File: config.mk
export PLATFORM = sky130hd
export DESIGN_NAME = mux_nx1_stream_flat
export DESIGN_NICKNAME = d
export VERILOG_FILES = /design/src/rtl/mux_nx1_stream_if.sv /design/src/rtl/mux_nx1_stream.sv /design/src/flat_wrapper.sv
export SDC_FILE = /design/constraint.sdc
export NUM_CORES = 1
export LEC_CHECK = 0
export BUFFER_PORTS_ARGS = -buffer_cell sky130_fd_sc_hd__buf_2
export CAP_MARGIN = 20
export CORE_MARGIN = 4
export CORE_UTILIZATION = 39
export DETAILED_ROUTE_END_ITERATION = 16
export PLACE_DENSITY = 0.8
export SLEW_MARGIN = 10
export SYNTH_ARGS = -nofsm -noshare
export SYNTH_HDL_FRONTEND = slang
export SYNTH_SLANG_ARGS = --single-unit
export TNS_END_PERCENT = 5
File: constraint.sdc
create_clock -name in_clk -period 1.6 [get_ports in_clk]
set_clock_uncertainty 0.1 [all_clocks]
set_input_delay 0.24 -clock in_clk [delete_from_list [all_inputs] [get_ports in_clk]]
set_output_delay 0.24 -clock in_clk [all_outputs]
set_load 0.05 [all_outputs]
File: src/rtl/mux_nx1_stream_if.sv
// Stream bundle between N producers, the multiplexer and one consumer.
// The slave modport is the multiplexer's view; master is the environment's view.
interface mux_nx1_stream_if #(
  parameter int N = 4,
  parameter int W = 8
);
  localparam int SW = (N > 1) ? $clog2(N) : 1;

  logic [N*W-1:0] in_data;
  logic [N-1:0]   in_valid;
  logic [N-1:0]   out_up_ready;
  logic [SW-1:0]  in_s;
  logic [W-1:0]   out_data;
  logic           out_valid;
  logic           in_dn_ready;
  logic [SW-1:0]  out_grant;

  modport slave (
    input  in_data, in_valid, in_s, in_dn_ready,
    output out_up_ready, out_data, out_valid, out_grant
  );

  modport master (
    output in_data, in_valid, in_s, in_dn_ready,
    input  out_up_ready, out_data, out_valid, out_grant
  );
endinterface

File: src/rtl/mux_nx1_stream.sv
// Registered N:1 stream multiplexer with per-channel valid/ready handshake.
// MODE 0 picks the channel named by in_s; MODE 1 arbitrates round-robin
// among valid channels. One output register decouples the consumer.
module mux_nx1_stream #(
  parameter int N    = 4,
  parameter int W    = 8,
  parameter int MODE = 0
) (
  input logic                in_clk,
  input logic                in_rst_n,
  mux_nx1_stream_if.slave    bus
);
  localparam int SW = (N > 1) ? $clog2(N) : 1;

  logic          r_valid;
  logic [W-1:0]  r_data;
  logic [SW-1:0] r_grant;

  logic          w_loadEn;
  logic          w_hit;
  logic [SW-1:0] w_sel;
  logic [N-1:0]  w_upReady;

  // The register can take a word when empty or when its word leaves this cycle.
  assign w_loadEn = !r_valid || bus.in_dn_ready;

  generate
    if (MODE == 0) begin : gSelect
      // External select: out-of-range select values never produce a hit.
      always_comb begin
        w_sel = bus.in_s;
        w_hit = 1'b0;
        if (int'(bus.in_s) < N) w_hit = bus.in_valid[bus.in_s];
      end
    end else begin : gRoundRobin
      logic [SW-1:0] r_rrLast;

      // Scan starts just after the last granted channel so every channel gets a turn.
      always_comb begin
        w_sel = '0;
        w_hit = 1'b0;
        for (int k = 1; k <= N; k++) begin
          if (!w_hit && bus.in_valid[(int'(r_rrLast) + k) % N]) begin
            w_sel = SW'((int'(r_rrLast) + k) % N);
            w_hit = 1'b1;
          end
        end
      end

      // Remember the granted channel only when a word actually moves.
      always_ff @(posedge in_clk or negedge in_rst_n) begin
        if (!in_rst_n) begin
          r_rrLast <= SW'(N - 1);
        end else if (w_loadEn && w_hit) begin
          r_rrLast <= w_sel;
        end
      end
    end
  endgenerate

  // One-hot ready towards the selected producer; nothing handshakes during reset.
  always_comb begin
    w_upReady = '0;
    if (in_rst_n && w_loadEn && w_hit) w_upReady[w_sel] = 1'b1;
  end

  // Output stage: refill on a hit, empty on a drain, hold while stalled.
  always_ff @(posedge in_clk or negedge in_rst_n) begin
    if (!in_rst_n) begin
      r_valid <= 1'b0;
      r_data  <= '0;
      r_grant <= '0;
    end else if (w_loadEn) begin
      if (w_hit) begin
        r_valid <= 1'b1;
        r_data  <= bus.in_data[w_sel*W +: W];
        r_grant <= w_sel;
      end else begin
        r_valid <= 1'b0;
      end
    end
  end

  assign bus.out_up_ready = w_upReady;
  assign bus.out_data     = r_data;
  assign bus.out_valid    = r_valid;
  assign bus.out_grant    = r_grant;
endmodule

File: src/flat_wrapper.sv
// flat-port wrapper written by rule: the top's interface ports become plain ports
module mux_nx1_stream_flat 
#(
  parameter int N    = 4,
  parameter int W    = 8,
  parameter int MODE = 0
)
  (in_clk, in_rst_n, bus_in_data, bus_in_valid, bus_in_s, bus_in_dn_ready, bus_out_up_ready, bus_out_data, bus_out_valid, bus_out_grant);
  mux_nx1_stream_if #(.N(N), .W(W)) bus_i ();
  input logic in_clk;
  input logic in_rst_n;
  input wire logic [$bits(bus_i.in_data)-1:0] bus_in_data;
  input wire logic [$bits(bus_i.in_valid)-1:0] bus_in_valid;
  input wire logic [$bits(bus_i.in_s)-1:0] bus_in_s;
  input wire logic [$bits(bus_i.in_dn_ready)-1:0] bus_in_dn_ready;
  output wire logic [$bits(bus_i.out_up_ready)-1:0] bus_out_up_ready;
  output wire logic [$bits(bus_i.out_data)-1:0] bus_out_data;
  output wire logic [$bits(bus_i.out_valid)-1:0] bus_out_valid;
  output wire logic [$bits(bus_i.out_grant)-1:0] bus_out_grant;
  assign bus_i.in_data = bus_in_data;
  assign bus_i.in_valid = bus_in_valid;
  assign bus_i.in_s = bus_in_s;
  assign bus_i.in_dn_ready = bus_in_dn_ready;
  assign bus_out_up_ready = bus_i.out_up_ready;
  assign bus_out_data = bus_i.out_data;
  assign bus_out_valid = bus_i.out_valid;
  assign bus_out_grant = bus_i.out_grant;
  mux_nx1_stream #(.N(N), .W(W), .MODE(MODE)) u_core (.in_clk(in_clk), .in_rst_n(in_rst_n), .bus(bus_i));
endmodule
# After elaboration in Yosys (flattened, before gate mapping)
# Cells that the tools add are included.
# word_totals
in_bits	41
wordCells	18
regBits	11
# op_classes
n_reduce_logical	6
shifts	1
muxes	6
order_cmp	2
# op_table
op	count
$shiftx A32 B6 Y8	1
$mux W4	1
$logic_and A1 B1 Y1	3
$lt A2 B3 Y1 const B	1
$mux W1	3
$bmux W1 S2	1
$demux W1 S2	1
$ge A2 B1 Y1 const B	1
$reduce_and A2 Y1	1
$logic_not A1 Y1	1
$logic_or A1 B1 Y1	1

# Logic depth before layout (Yosys ltp)
# Gate-level depths: netlist (run 1).
# depth
depth_word	5
mapped_depth	5
ltp_nobuf	4

# Worst setup path before layout (run 1)
# No wires, ideal clock.
# synth_timing
kind	register to output
start	register u_core.r_valid (netlist: u_core.bus.out_valid)
end	output port bus_out_up_ready[2]
path_buffers	0
slack_ps	-448
stages_incl_launch_ff	5
arrival_ps	1708
cell_sequence	dfrtp_1 nand2b_1 and3_4 nand3_1 nor2_1
# synth_between
elab_chain_cells	5
# synth_rtl
element	line	rtl
from (decl)	mux_nx1_stream.sv:15	logic r_valid;
from (signal assigned)	mux_nx1_stream.sv:70	r_valid <= 1'b0;
from (signal assigned)	mux_nx1_stream.sv:75	r_valid <= 1'b1;
from (signal assigned)	mux_nx1_stream.sv:79	r_valid <= 1'b0;
$logic_not A1 Y1	mux_nx1_stream.sv:25	assign w_loadEn = !r_valid || bus.in_dn_ready;
$logic_or A1 B1 Y1	mux_nx1_stream.sv:25	
$logic_and A1 B1 Y1 (2 in a row)	mux_nx1_stream.sv:64	if (in_rst_n && w_loadEn && w_hit) w_upReady[w_sel] = 1'b1;
$mux W4	mux_nx1_stream.sv:64	
to (decl)	flat_wrapper.sv:16	output wire logic [$bits(bus_i.out_up_ready)-1:0] bus_out_up_ready;
# Every way passes these cells.

# Worst setup path in the final report (run 1)
# layout_timing
start	register u_core.r_valid (netlist: u_core.bus.out_valid)
end	output port bus_out_up_ready[1]
# The elaborated chain is that of the path after synthesis.

==> results of run 1 <==
## state kept, by name, indices dropped and copies added, names as in the netlist
signal,flops
u_core.bus.out_data,8
u_core.bus.out_grant,2
u_core.bus.out_valid,1
## cells in the final DEF (no fill, tap or decap)
master / n
nor3_4: 1
nand3_4: 1
clkbuf_1: 1
mux4_1: 8
nor2_1: 1
nand2b_1: 1
dlygate4sd3_1: 1
and3_4: 1
mux2_1: 1
buf_8: 4
clkbuf_4: 3
dfrtp_1: 10
nor2_8: 1
and2_1: 1
buf_2: 51
o21bai_1: 1
nor2_4: 2
dfrtp_2: 1
and4_4: 2
nor2b_4: 1
mux2i_1: 1
inv_1: 3
o21ai_0: 1
mux2_2: 8
mux2_4: 1
buf_4: 7
## cell families (layout without fill, tap and decap cells)
family | count (synthesis) | after routing | share of synthesized area (%)
multiplexers | 19 | 19 | 43.95
AND/OR/NAND/NOR | 12 | 12 | 13.07
buffers and inverters | 6 | 70 | 5.391
AO/OA/AOI/OAI | 2 | 2 | 1.634
flip-flops | 11 | 11 | 35.95
## worst max-delay path, delay by kind of cell, from the launching register on
family / cells / cell delay, ns
AND/OR/NAND/NOR: 3 / 0.59
flip-flops: 1 / 0.41
buffers and inverters: 1 / 0.15
## how the worst min path moves through the flow
stage | start | cells past startpoint | to | slack, ns
after floorplan | in_rst_n | 0 | u_core.bus.out_data[0] | -0.16
after global placement | in_rst_n | 1 | u_core.bus.out_data[1] | -0.006
after detailed placement | in_rst_n | 1 | u_core.bus.out_data[1] | -0.004
after CTS | bus_in_dn_ready | 3 | u_core.bus.out_valid | 0.23
after global routing | bus_in_dn_ready | 3 | u_core.bus.out_valid | 0.28
final | bus_in_dn_ready | 3 | u_core.bus.out_valid | 0.23
## through the flow
stage,std cells,cell area (sq um)
after floorplan,50,794.5
after global placement,132,1109
after detailed placement,132,1109
after CTS,139,1201
after global routing,139,1212
final,139,1212
## cell type report
type | instances | area, sq um
tap | 25 | 31.28
fill | 150 | 589.3
inverter | 3 | 11.26
sequential | 11 | 276.5
timing repair buffer | 63 | 377.9
multi-input combinational | 33 | 489.2
clock buffer | 4 | 26.28
## report_power, final
group | internal, mW | total [mW] | switching (mW)
combinational | 0.198 | 0.563 | 0.365
sequential | 0.346 | 0.378 | 0.0317
clock | 0.0961 | 0.188 | 0.0919
## routing by layer
layer | part of all wire [%] | routed length (um)
met4 | 4.1 | 87
met5 | 0 | 0
met2 | 53 | 1115
met3 | 7.3 | 154
met1 | 35 | 740
## repair_timing
| item | CTS | global route |
|---|---|---|
| setup endpoints to repair | 4 | 12 |
| buffers inserted | 2 | 0 |
| hold endpoints to repair | 11 | 0 |
| gates resized for setup | 12 | 2 |
| pin swaps | 4 | 1 |
| hold buffers | 1 | 0 |
==> results.sh, run 1 <==
export IMPL_async_flop_share_pct=100.0
export IMPL_syn_nets=91
export IMPL_utilization_pct=67.29
export IMPL_core_sq_um=1802
export IMPL_met2_usage_pct=32.02
export IMPL_clock_path_buffers=2
export IMPL_synth_seq_cells=11
export IMPL_rows=15
export IMPL_grt_util_met3_pct=2.564
export IMPL_ys_flop_type="dfrtp_1"
export IMPL_leakagePower_nw=0.6115
export IMPL_slew_headroom_pct=77.35
export IMPL_critical_path_startpoint="u_core.bus.out_valid"
export IMPL_drt_iter0_drc=5
export IMPL_rsz0062_at_grt="yes"
export IMPL_min_period_ns=1.756
export IMPL_rr_worst_depth=5
export IMPL_hp_class="input pin to flip-flop"
export IMPL_ys_seq_area_share_pct=35.95
export IMPL_drt_pass1_iter_count=3
export IMPL_crit_chain="nor2b_4 -> nor3_4 -> and4_4 -> buf_8"
export IMPL_whs_ns=0.2284
export IMPL_finalSetupViolCount=4
export IMPL_layout_drive_gt1_share_pct=73.68
export IMPL_synth_cell_types=21
export IMPL_r2r_setup_slack_ns=0.06
export IMPL_tightest_slew_ns=0.3303
export IMPL_clk_pin_slew_ns=0.08
export IMPL_clock_sinks=11
export IMPL_dp_slack_ns=-0.1184
export IMPL_grt_busiest_layer="met2"
export IMPL_grt_usage_pct=17.31
export IMPL_grt_pass1_vias=830
export IMPL_die_area_sq_um=2736
export IMPL_n_antenna_cell=0
export IMPL_critPathCaptureType="primary output"
export IMPL_postRouteAntennaNets=0
export IMPL_cap_violations=0
export IMPL_overflow=0
export IMPL_grt_max_degree=10
export IMPL_dieWidth_um=52.31
export IMPL_postSynthCellCount=50
export IMPL_critPathSlowestCell="dfrtp_2"
export IMPL_drt_wl_total_um=2098
export IMPL_globalplace_congestion=0.6756
export IMPL_status="complete, but fails checks"
export IMPL_clock_root_buffer="clkbuf_4"
export IMPL_fin_ws_ns=-0.1559
export IMPL_crit_type="flip-flop to primary output"
export IMPL_grt_pass1_wl_um=3477
export IMPL_tns_ns=-0.4986
export IMPL_synth_edf_count=0
export IMPL_cp_start_kind="flip-flop"
export IMPL_synth_area_leaders="dfrtp_1 (36%), mux4_1 (27%), mux2_2 (12%)"
export IMPL_cts_tree="yes"
export IMPL_fmax_ghz=0.5695
export IMPL_endpoint="bus_out_up_ready[1]"
export IMPL_yosysWarnings=0
export IMPL_ctsHtreeMaxLevel=1
export IMPL_finalPower_mw=1.129
export IMPL_yosysTopAreaCellShare_pct=35.95
export IMPL_p_per_area_nw_per_um2=931.4
export IMPL_violations="setup timing"
export IMPL_critPathMaxFanout=3
export IMPL_pin_count=56
export IMPL_final_max_slew_viol_count=0
export IMPL_ir_drop_mv=0.7347
export IMPL_area_growth_pct=58.33
export IMPL_vias=697
export IMPL_arrival_ns=1.42
export IMPL_yosysMostFrequentCell="dfrtp_1"
export IMPL_period_share_pct=109.7
export IMPL_synth_commonest_cells="dfrtp_1 (11), mux2_2 (8), mux4_1 (8), inv_1 (3), nor2_1 (3)"
export IMPL_cts_made_buffers=3
export IMPL_remaining_drc_errors=0
export IMPL_dp_hpwl_um=1639
export IMPL_timing_rr_start="u_core.bus.out_valid"
export IMPL_r2r_end="u_core.bus.out_data[7]"
export IMPL_viasPerCell=5.014
export IMPL_critPathMaxStageDelay_ns=0.41
export IMPL_netlist_area_sq_um=765.7
export IMPL_hold_violations=0
export IMPL_yosys_area_top_type="dfrtp_1"
export IMPL_syn_area_per_cell_sq_um=15.31
export IMPL_clk_latency_ns=0.26
export IMPL_critPathRequiredTime_ns=1.26
export IMPL_portBuffers=55
export IMPL_grtUsageMet1_pct=17.74
export IMPL_wl_per_cell_um=15.09
export IMPL_final_nets=156
export IMPL_die_height_um=52.31
export IMPL_antenna_found_initial=0
export IMPL_start_util_pct=42.50
Note: power is estimated with default switching activity, not from simulation.
==> run 2: changes to the inputs <==
--- a/config.mk
+++ b/config.mk
@@ -11,6 +11,7 @@
 export CORE_UTILIZATION = 39
 export DETAILED_ROUTE_END_ITERATION = 16
 export PLACE_DENSITY = 0.8
+export SKIP_CTS_REPAIR_TIMING = 1
 export SLEW_MARGIN = 10
 export SYNTH_ARGS = -nofsm -noshare
 export SYNTH_HDL_FRONTEND = slang
==> results.sh, run 2 (same netlist as run 1, synthesis figures left out) <==
export IMPL_portBuffers=55
export IMPL_drt_iter0_drc=8
export IMPL_pwr_share_comb_pct=49.7
export IMPL_layout_commonest_cell="buf_2"
export IMPL_overflow=0
export IMPL_crit_type="flip-flop to primary output"
export IMPL_area_growth_pct=55.88
export IMPL_power_frac_seq_pct=33.6
export IMPL_met2_usage_pct=28.72
export IMPL_vias=687
export IMPL_crit_buf_inv=2
export IMPL_grt_usage_pct=15.57
export IMPL_postRouteAntennaNets=0
export IMPL_finalSetupViolCount=4
export IMPL_crit_chain="nor2b_4 -> nor3_4 -> buf_6 -> and4_4 -> buf_8"
export IMPL_cp_start_kind="flip-flop"
export IMPL_switchingPower_uw=486.2
export IMPL_layout_common_cells="buf_2 (51), dfrtp_1 (10), mux4_1 (8), mux2_2 (8), buf_4 (5)"
export IMPL_grt_max_degree=10
export IMPL_dp_cells=132
export IMPL_p_int_uw=638.5
export IMPL_status="complete, but fails checks"
export IMPL_wl_per_cell_um=14.43
export IMPL_final_nets=155
export IMPL_cap_violations=0
export IMPL_final_max_slew_viol_count=0
export IMPL_rows=15
export IMPL_remaining_drc_errors=0
export IMPL_hold_violations=0
export IMPL_critPathMaxFanout=4
export IMPL_timing_rr_start="u_core.bus.out_valid"
export IMPL_dieWidth_um=52.31
export IMPL_critPathRequiredTime_ns=1.26
export IMPL_cp_num_cells=5
export IMPL_drt_wl_total_um=1991
export IMPL_grt_busiest_layer="met2"
export IMPL_globalplace_congestion=0.6756
export IMPL_n_antenna_cell=0
export IMPL_min_period_ns=1.840
export IMPL_p_per_area_nw_per_um2=942.3
export IMPL_r2r_setup_slack_ns=0.13
export IMPL_viasPerCell=4.978
export IMPL_grt_pass1_wl_um=3201
export IMPL_antenna_found_initial=0
export IMPL_layout_drive_gt1_share_pct=73.45
export IMPL_cp_top_family="simple AND/OR/NAND/NOR gates"
export IMPL_rr_worst_depth=5
export IMPL_critPathSlowestCell="dfrtp_2"
export IMPL_core_sq_um=1802
export IMPL_violations="setup timing"
export IMPL_dp_hpwl_um=1639
export IMPL_hp_class="input pin to flip-flop"
export IMPL_grtUsageMet1_pct=16.31
export IMPL_cts_made_buffers=3
export IMPL_grt_util_met3_pct=2.564
export IMPL_fmax_ghz=0.5436
export IMPL_clock_root_buffer="clkbuf_4"
export IMPL_die_area_sq_um=2736
export IMPL_period_share_pct=115.0
export IMPL_finalPower_mw=1.125
export IMPL_largest_register_ffs=8
export IMPL_critPathCaptureType="primary output"
export IMPL_critPathMaxStageDelay_ns=0.41
export IMPL_clock_path_buffers=2
export IMPL_die_height_um=52.31
export IMPL_pin_count=56
export IMPL_rsz0062_at_grt="yes"
export IMPL_slew_headroom_pct=76.79
export IMPL_drt_pass1_iter_count=2
export IMPL_tightest_slew_ns=0.3384
export IMPL_start_util_pct=42.50
export IMPL_endpoint="bus_out_up_ready[0]"
export IMPL_utilization_pct=66.25
export IMPL_clock_sinks=11
export IMPL_cts_tree="yes"
export IMPL_fin_ws_ns=-0.2396
export IMPL_leakagePower_nw=0.6046
export IMPL_arrival_ns=1.50
export IMPL_pwr_share_clk_pct=16.8
export IMPL_grt_pass1_vias=798
export IMPL_ir_drop_mv=0.7168
export IMPL_fin_cells=138
export IMPL_clk_latency_ns=0.26
export IMPL_critical_path_startpoint="u_core.bus.out_valid"
export IMPL_r2r_end="u_core.bus.out_data[4]"
export IMPL_tns_ns=-0.8287
export IMPL_p_sw_share_pct=43.23
export IMPL_ctsHtreeMaxLevel=1
export IMPL_clk_pin_slew_ns=0.07
run 2: cell types whose count changed in the layout (fill, tap and decap cells not counted), sizes merged:
cell | before | now
buf | 62 | 61
run 2: per-layer routing:
layer / share of wire (%) / wire length (um)
met1: 37 / 735
met2: 52 / 1042
met3: 7.6 / 151
met4: 3.1 / 62
met5: 0 / 0
run 2: cell type report:
type / count / area (sq um)
Clock buffer: 4 / 26.28
Timing Repair Buffer: 62 / 366.6
Fill cell: 158 / 608.1
Multi-Input combinational cell: 33 / 481.7
Sequential cell: 11 / 276.5
Tap cell: 25 / 31.28
Inverter: 3 / 11.26
run 2: how the worst min path moves through the flow:
| stage | depth (start not counted) | startpoint | slack [ns] | end |
|---|---|---|---|---|
| finish | 3 | bus_in_dn_ready | 0.23 | u_core.bus.out_valid |
| floorplan | 0 | in_rst_n | -0.16 | u_core.bus.out_data[0] |
| global placement | 1 | in_rst_n | -0.006 | u_core.bus.out_data[1] |
| global route | 3 | bus_in_dn_ready | 0.28 | u_core.bus.out_valid |
| CTS | 1 | in_rst_n | -0.29 | u_core.bus.out_data[1] |
| detailed placement | 1 | in_rst_n | -0.004 | u_core.bus.out_data[1] |
run 2: through the flow:
stage               worst slack [ns]  hold WS [ns]  area, sq um
finish                       -0.2396        0.2348         1194
global route                 -0.3053        0.2799         1194
CTS                          -0.4054       -0.2921         1135
detailed placement           -0.1184     -0.004033         1109
global placement            -0.08154     -0.006440         1109
floorplan                   -0.09993       -0.1556        794.5
run 2: power groups by stage:
stage                     Clock [mW]  Combinational [mW]  Sequential [mW]
after detailed placement           0               0.554            0.384
after floorplan                    0               0.157            0.626
final                          0.189               0.559            0.378
after CTS                      0.194               0.555            0.379
after global placement             0               0.544            0.381
after global routing           0.210               0.590            0.389
run 2: worst reg2reg max path, stage by stage (launching register included):
cell and delay [ns]:
dfrtp_2 0.37, nor2b_4 0.16, nor3_4 0.05, buf_6 0.14, nor2_8 0.17, mux2_2 0.36
==> run 3: changes to the inputs <==
--- a/config.mk
+++ b/config.mk
@@ -10,6 +10,7 @@
 export CORE_MARGIN = 4
 export CORE_UTILIZATION = 39
 export DETAILED_ROUTE_END_ITERATION = 16
+export GPL_TIMING_DRIVEN = 0
 export PLACE_DENSITY = 0.8
 export SKIP_CTS_REPAIR_TIMING = 1
 export SLEW_MARGIN = 10
==> results.sh, run 3 (same netlist as run 1, synthesis figures left out) <==
export IMPL_power_frac_seq_pct=33.2
export IMPL_final_nets=154
export IMPL_critPathRequiredTime_ns=1.26
export IMPL_crit_type="flip-flop to primary output"
export IMPL_tns_ns=-0.6561
export IMPL_grt_max_degree=15
export IMPL_clk_latency_ns=0.27
export IMPL_ctsHtreeMaxLevel=1
export IMPL_critPathMaxFanout=3
export IMPL_core_sq_um=1802
export IMPL_fin_cells=137
export IMPL_critPathSlowestCell="dfrtp_2"
export IMPL_leakagePower_nw=0.6011
export IMPL_clock_sinks=11
export IMPL_clock_root_buffer="clkbuf_4"
export IMPL_largest_register_ffs=8
export IMPL_drt_wl_total_um=2045
export IMPL_clk_pin_slew_ns=0.07
export IMPL_dieWidth_um=52.31
export IMPL_violations="setup timing"
export IMPL_pwr_share_comb_pct=49.7
export IMPL_drt_iter0_drc=10
export IMPL_critPathCaptureType="primary output"
export IMPL_grt_pass1_wl_um=3098
export IMPL_arrival_ns=1.44
export IMPL_cp_start_kind="flip-flop"
export IMPL_layout_commonest_cell="buf_2"
export IMPL_die_area_sq_um=2736
export IMPL_p_per_area_nw_per_um2=946.2
export IMPL_finalSetupViolCount=4
export IMPL_remaining_drc_errors=0
export IMPL_globalplace_congestion=0.6660
export IMPL_cap_violations=0
export IMPL_dp_cells=129
export IMPL_hp_class="input pin to flip-flop"
export IMPL_p_sw_share_pct=43.67
export IMPL_cts_tree="yes"
export IMPL_drt_pass1_iter_count=2
export IMPL_die_height_um=52.31
export IMPL_status="complete, but fails checks"
export IMPL_crit_buf_inv=1
export IMPL_p_int_uw=641.5
export IMPL_crit_chain="nor2b_4 -> nor3_4 -> and4_4 -> buf_8"
export IMPL_whs_ns=0.2883
export IMPL_wl_per_cell_um=14.93
export IMPL_dp_slack_ns=-0.2075
export IMPL_antenna_found_initial=0
export IMPL_grt_usage_pct=15.84
export IMPL_overflow=0
export IMPL_pwr_share_clk_pct=17.1
export IMPL_vias=688
export IMPL_critPathMaxStageDelay_ns=0.42
export IMPL_slew_headroom_pct=63.71
export IMPL_n_antenna_cell=0
export IMPL_layout_drive_gt1_share_pct=72.32
export IMPL_grt_pass1_vias=763
export IMPL_ir_drop_mv=0.5960
export IMPL_rows=15
export IMPL_clock_path_buffers=2
export IMPL_pin_count=56
export IMPL_period_share_pct=111.3
export IMPL_cp_top_family="simple AND/OR/NAND/NOR gates"
export IMPL_min_period_ns=1.780
export IMPL_rsz0062_at_grt="yes"
export IMPL_area_growth_pct=57.19
export IMPL_layout_common_cells="buf_2 (50), dfrtp_1 (10), mux4_1 (8), mux2_2 (8), buf_8 (4)"
export IMPL_fin_ws_ns=-0.1804
export IMPL_viasPerCell=5.022
export IMPL_fmax_ghz=0.5617
export IMPL_cts_made_buffers=3
export IMPL_start_util_pct=42.50
export IMPL_tightest_slew_ns=0.5444
export IMPL_final_max_slew_viol_count=0
export IMPL_utilization_pct=66.81
export IMPL_portBuffers=54
export IMPL_switchingPower_uw=497.4
export IMPL_dp_hpwl_um=1612
export IMPL_postRouteAntennaNets=0
export IMPL_hold_violations=0
==> run 3: metal layers <==
metal	vias up	wire, um	track usage, %
li1	327	-	-
met1	318	715	16.04
met2	39	1126	29.34
met3	4	169	4.843
met4	0	34	6.809
met5	-	0	0
==> run 3: power by group through the flow <==
stage	sequential, mW	combinational, mW	clock [mW]
after floorplan	0.626	0.157	0
after global routing	0.386	0.595	0.223
final	0.378	0.566	0.195
after global placement	0.381	0.541	0
after CTS	0.379	0.554	0.203
after detailed placement	0.384	0.553	0
==> run 3: final cells by class <==
class                   instances  area [sq um]
flip-flops and latches         11         276.5
clock buffers                   4         26.28
inverters                       3         11.26
repair buffers                 58         339.1
plain buffers                   3         30.03
well taps                      25         31.28
multi-input cells              33         489.2
fillers                       152         598.1
==> run 3: worst reg2reg max path, stage by stage (launching register included) <==
cell and delay, ns:
dfrtp_2 0.38, nand2b_1 0.08, and3_4 0.19, buf_4 0.15, nor2_8 0.18, mux2_2 0.36
==> run 3: path summary, 6_finish.rpt <==
check,slack [ns],to,cells past startpoint,from
worst max-delay path,-0.18,bus_out_up_ready[1],4,u_core.bus.out_valid
worst min-delay path,0.29,u_core.bus.out_grant[0],3,bus_in_s[0]
worst max register to register,0.03,u_core.bus.out_data[1],5,u_core.bus.out_valid
worst min register to register,0.40,u_core.bus.out_data[5],1,u_core.bus.out_data[5]
max in group asynchronous,0.59,u_core.bus.out_valid,2,in_rst_n
min in group asynchronous,0.45,u_core.bus.out_data[2],2,in_rst_n
==> run 3: through the flow <==
stage               area, sq um  power (mW)
detailed placement         1096      0.9370
global placement           1096      0.9217
finish                     1204       1.139
global route               1204       1.205
floorplan                 794.5      0.7833
CTS                        1122       1.135
